`src/rtl/rocket_countdown_core.sv`:
```
// Launch-sequence core for the rocket demo: button sync, 8 Hz/1 Hz enable
// generation, countdown/launch sequencer and display/tone decode.
module rocket_countdown_core #(
    parameter int unsigned TICK_DIV  = 125,
    parameter int unsigned COUNT_LEN = 30,
    parameter int unsigned SEQ_END   = 33,
    parameter int unsigned WARN_LEN  = 5
) (
    input  logic       clk,
    input  logic       rst,
    input  logic       btn,
    output logic [5:0] seq,
    output logic [2:0] pulse,
    output logic [3:0] disp_tens,
    output logic [3:0] disp_ones,
    output logic       launch,
    output logic [3:0] note,
    output logic [1:0] state
);

    localparam int unsigned DIV_W = $clog2(TICK_DIV);
    localparam int unsigned SEQ_W = 6;

    typedef enum logic [1:0] {
        S_IDLE   = 2'd0,
        S_COUNT  = 2'd1,
        S_LAUNCH = 2'd2,
        S_DONE   = 2'd3
    } state_e;

    state_e             state_q, state_d;
    logic [2:0]         sync_q, sync_d;
    logic [DIV_W-1:0]   div_q, div_d;
    logic [2:0]         ph_q, ph_d;
    logic [SEQ_W-1:0]   seq_q, seq_d;
    logic [2:0]         pulse_q, pulse_d;
    logic               launch_q, launch_d;
    logic [3:0]         note_q, note_d;
    logic               btn_evt, tick, step;
    logic [SEQ_W-1:0]   rem_d, rem_c;

    always_comb begin
        // Synchronizer holds the inverted button, so its all-zero reset value
        // reads as "pressed" and a button held through reset gives no event.
        sync_d   = {sync_q[1:0], ~btn};
        btn_evt  = sync_q[2] & ~sync_q[1];

        tick     = (div_q == DIV_W'(TICK_DIV - 1));
        step     = tick && (ph_q == 3'd7);
        div_d    = tick ? '0 : div_q + DIV_W'(1);
        ph_d     = tick ? ph_q + 3'd1 : ph_q;

        state_d  = state_q;
        seq_d    = seq_q;

        case (state_q)
            S_IDLE: begin
                if (btn_evt) begin
                    state_d = S_COUNT;
                    seq_d   = SEQ_W'(1);
                    div_d   = '0;
                    ph_d    = '0;
                end
            end
            S_COUNT: begin
                if (step) begin
                    seq_d = seq_q + SEQ_W'(1);
                    if (seq_d == SEQ_W'(COUNT_LEN + 1)) state_d = S_LAUNCH;
                end
            end
            S_LAUNCH: begin
                if (step) begin
                    seq_d = seq_q + SEQ_W'(1);
                    if (seq_d == SEQ_W'(SEQ_END)) state_d = S_DONE;
                end
            end
            S_DONE: begin
                if (btn_evt) begin
                    state_d = S_IDLE;
                    seq_d   = '0;
                end
            end
            default: state_d = S_IDLE;
        endcase

        // Registered outputs are decoded from next-state values so they line
        // up with state/seq/ph in the same cycle.
        rem_d    = (state_d == S_COUNT) ? SEQ_W'(COUNT_LEN + 1) - seq_d : '0;
        pulse_d  = ph_d;
        launch_d = (state_d == S_LAUNCH);
        note_d   = 4'd0;
        if (state_d == S_LAUNCH) begin
            note_d = 4'd3;
        end else if (state_d == S_COUNT && rem_d <= SEQ_W'(WARN_LEN) && !ph_d[2]) begin
            note_d = 4'd2;
        end else if (state_d == S_COUNT && ph_d == 3'd0) begin
            note_d = 4'd1;
        end
    end

    always_ff @(posedge clk or negedge rst) begin
        if (!rst) begin
            state_q  <= S_IDLE;
            sync_q   <= '0;
            div_q    <= '0;
            ph_q     <= '0;
            seq_q    <= '0;
            pulse_q  <= '0;
            launch_q <= 1'b0;
            note_q   <= '0;
        end else begin
            state_q  <= state_d;
            sync_q   <= sync_d;
            div_q    <= div_d;
            ph_q     <= ph_d;
            seq_q    <= seq_d;
            pulse_q  <= pulse_d;
            launch_q <= launch_d;
            note_q   <= note_d;
        end
    end

    // BCD digits of remaining seconds, decoded straight from the registers.
    always_comb begin
        rem_c     = (state_q == S_COUNT) ? SEQ_W'(COUNT_LEN + 1) - seq_q : '0;
        disp_tens = 4'(rem_c / SEQ_W'(10));
        disp_ones = 4'(rem_c % SEQ_W'(10));
    end

    assign seq    = seq_q;
    assign pulse  = pulse_q;
    assign launch = launch_q;
    assign note   = note_q;
    assign state  = state_q;

endmodule

```
`config.mk`:
```
export PLATFORM = sky130hd
export DESIGN_NAME = rocket_countdown_core
export DESIGN_NICKNAME = d
export VERILOG_FILES = /design/src/rtl/rocket_countdown_core.sv
export SDC_FILE = /design/constraint.sdc
export NUM_CORES = 1
export LEC_CHECK = 0
export CORE_UTILIZATION = 40
export CTS_BUF_LIST = sky130_fd_sc_hd__clkbuf_4
export DETAILED_ROUTE_END_ITERATION = 8
export GPL_ROUTABILITY_DRIVEN = 0
export PLACE_DENSITY = 0.68
export SYNTH_ARGS = -nofsm -noshare
export SYNTH_HDL_FRONTEND = slang
export SYNTH_SLANG_ARGS = --single-unit
export TNS_END_PERCENT = 1
```
`constraint.sdc`:
```
create_clock -name clk -period 2.8 [get_ports clk]
set_input_delay 0.56 -clock clk [delete_from_list [all_inputs] [get_ports clk]]
set_output_delay 0.56 -clock clk [all_outputs]
set_load 0.02 [all_outputs]
```
==> metrics <==
final setup vio count 5; CP cell instances inv_2 -> ha_4 -> nand2_4 -> ha_4 -> nand2b_4 -> o22ai_2 -> a22o_1 -> a21o_4 -> xnor2_4 -> ha_4 -> a21o_1 -> a32oi_4 -> buf_6; DR pass1 iterations 4; crit path from state[1]; Setup TNS -1230 ps; PD cells between 700 and 800 mW/mm^2; Peak VDD IR 0.429 mV; CP Launch Type flop; ys flop type dfrtp_1; Clock Root Buffer clkbuf_4; worst setup path class flop to primary output; worst path required time 2240 ps; HPWL Detailed 3040 um; antenna violations before repair 0; Post-synth ARST share 1.00; total routed wirelength 3970 um; final hold slack between 300 and 400 ps; failing checks setup timing; pin count of the biggest net entering global routing 25; final hold vios 0; hold depth 0; vias in the first global route 1460; hold_sp sync_q[0]; CP Max Fanout 4; area delta synth->final 31.6%; R2R Setup Slk 370 ps; final worst-path cycle share 1.17; drc violations 0; Multi-input gate area 0.00121 sq mm; floorplan core area 0.00435 sq mm; die area just under 0.005 sq mm; Worst Setup End Kind primary output; Final #Nets about 260; most common cell after layout, fill and taps aside buf_4; Num CTS Buffers 3; MaxCap Viol Count 0; post-synthesis cell type count 59; final antenna-violating net count 0; Fin Clk Skew around 4.4 ps; Synth Area per Inst 9.07 sq um; Worst-Skew Late Latency 300 ps; number of vias per cell 5.47; row count 24; GRT overflow 0; Post-synth EDFFs 0; most frequent cells in the layout 27 x buf_4, 22 x dfrtp_1, 18 x clkdlybuf4s50_1; register area share after synthesis 0.331; yosys warns 0; DR vias 1614; CP most frequent cell ha_4; die height 69.3 um; Placed Cells roughly 290; FF/Latch Area 603 sq um; FF-to-FF path depth 10; Reg2Reg Capture Point note[0]; total global-route track usage 0.170; Max Freq 304 MHz; Fillers 413; final setup margin -488 ps; final max-slew violation count 0; die width slightly below 70 um; clock-pin slew on the worst setup and hold paths 120 ps; synthesized instance count 200; synthesized flop and latch total 24; clock sinks 24; Layout Cells excl Fill 295; Top Ports 27; WHS Endpoint sync_q[1]; CTS H-tree depth 1; WP data arrival about 2700 ps; Reg-to-Reg Start state[0]; cell with the largest stage delay on the worst path dfrtp_2; Hold Path Class flop to flop; 1st-iter DRT viols 84; outcome complete, but fails checks; share of cells above drive strength 1 0.267; IO buf count 23; first-pass GRT wire length 6740 um; Antenna Cells 0; wire length per cell ~13 um; Tmin final ~3300 ps; CTS tree done; Initial Util 0.417; post-synthesis cell area 0.00181 sq mm; RSZ-0062 raised after global routing yes; LEAKAGE 1.06 nW; CP peak stage delay 430 ps; Clock Path Buffers 2
==> metal layers <==
layer,track usage,share of wire,up-vias
met5,0,0,-
met4,0.0408,0.0043,0
met3,0.0131,0.026,2
met2,0.285,0.49,24
met1,0.237,0.48,781
li1,-,-,807
==> logic make-up after synthesis <==
family / after synthesis / synth area share
AOI/OAI and AO/OA: 57 / 0.230
xor gates and xnor gates: 10 / 0.0483
adders and majority gates: 14 / 0.0966
buffers and inverters: 27 / 0.0793
DFF: 24 / 0.331
muxes: 4 / 0.0221
other: 1 / 0.00207
and+or+nand+nor: 63 / 0.191
==> synthesized netlist by cell type, types with 3 or more instances <==
library cell  number  area [sq um]
dfrtp_1           24           601
nor2_1            17          63.8
ha_1              14           175
inv_1             11          41.3
nand2_1           10          37.5
o21ai_0            9          45.0
a21oi_1            7          35.0
nand3_1            6          30.0
a31oi_1            5          31.3
nor2b_1            5          31.3
xnor2_1            5          43.8
xor2_1             5          43.8
and3_1             4          25.0
and3_2             4          30.0
buf_4              4          30.0
mux2i_1            4          40.0
a221oi_1           3          26.3
a22o_1             3          26.3
clkbuf_1           3          11.3
inv_2              3          11.3
nand2b_1           3          18.8
==> flip-flops by register name, summed over array words and instances (netlist names) <==
| name | cells |
|---|---|
| state | 2 |
| sync_q | 3 |
| seq | 6 |
| div_q | 7 |
| launch | 1 |
| note | 2 |
| pulse | 3 |
==> stage by stage <==
step | total power, mW | instance area [sq um] | setup WS (ps) | util
global placement | 1.57 | 2340 | -648 | 0.536
floorplan | 1.24 | 1950 | -340 | -
finish | 1.78 | 2390 | -488 | 0.548
detailed placement | 1.58 | 2340 | -698 | 0.536
CTS | 1.79 | 2390 | -551 | 0.548
global route | 1.91 | 2390 | -615 | 0.548
==> what timing repair did <==
| item | CTS | global route |
|---|---|---|
| gates cloned | 0 | 0 |
| setup endpoints to repair | 5 | 5 |
| resized for setup | 21 | 0 |
| setup buffers | 2 | 0 |
| pin swaps | 6 | 3 |
| hold buffers | 0 | 0 |
==> final cells by class <==
class	count	share of cell area
Tap cell	52	0.0273
Sequential cell	24	0.253
Clock inverter	1	0.00157
Multi-Input combinational cell	151	0.507
Clock buffer	3	0.00943
Inverter	14	0.0220
Timing Repair Buffer	50	0.180
==> worst max path at each step <==
stage              endpoint  slack [ps]
3_3_place_gp   disp_ones[3]        -650
4_1_cts        disp_ones[3]        -550
2_1_floorplan  disp_ones[3]        -340
3_5_place_dp   disp_ones[3]        -700
6_report       disp_ones[3]        -490
5_1_grt        disp_ones[3]        -620
==> worst max-delay path, delay by kind of cell, from the launching register on <==
kind / cells / cell delay [ps]
AOI/OAI and AO/OA: 5 / 870
xor gates and xnor gates: 1 / 150
adders and majority gates: 3 / 590
buffers and inverters: 2 / 210
DFF: 1 / 430
and+or+nand+nor: 2 / 170
==> power by group <==
group | switching (mW) | internal, mW
Combinational | 0.560 | 0.586
Sequential | 0.0726 | 0.409
Clock | 0.0973 | 0.0520
No activity file was read; power rests on OpenSTA's default activity.
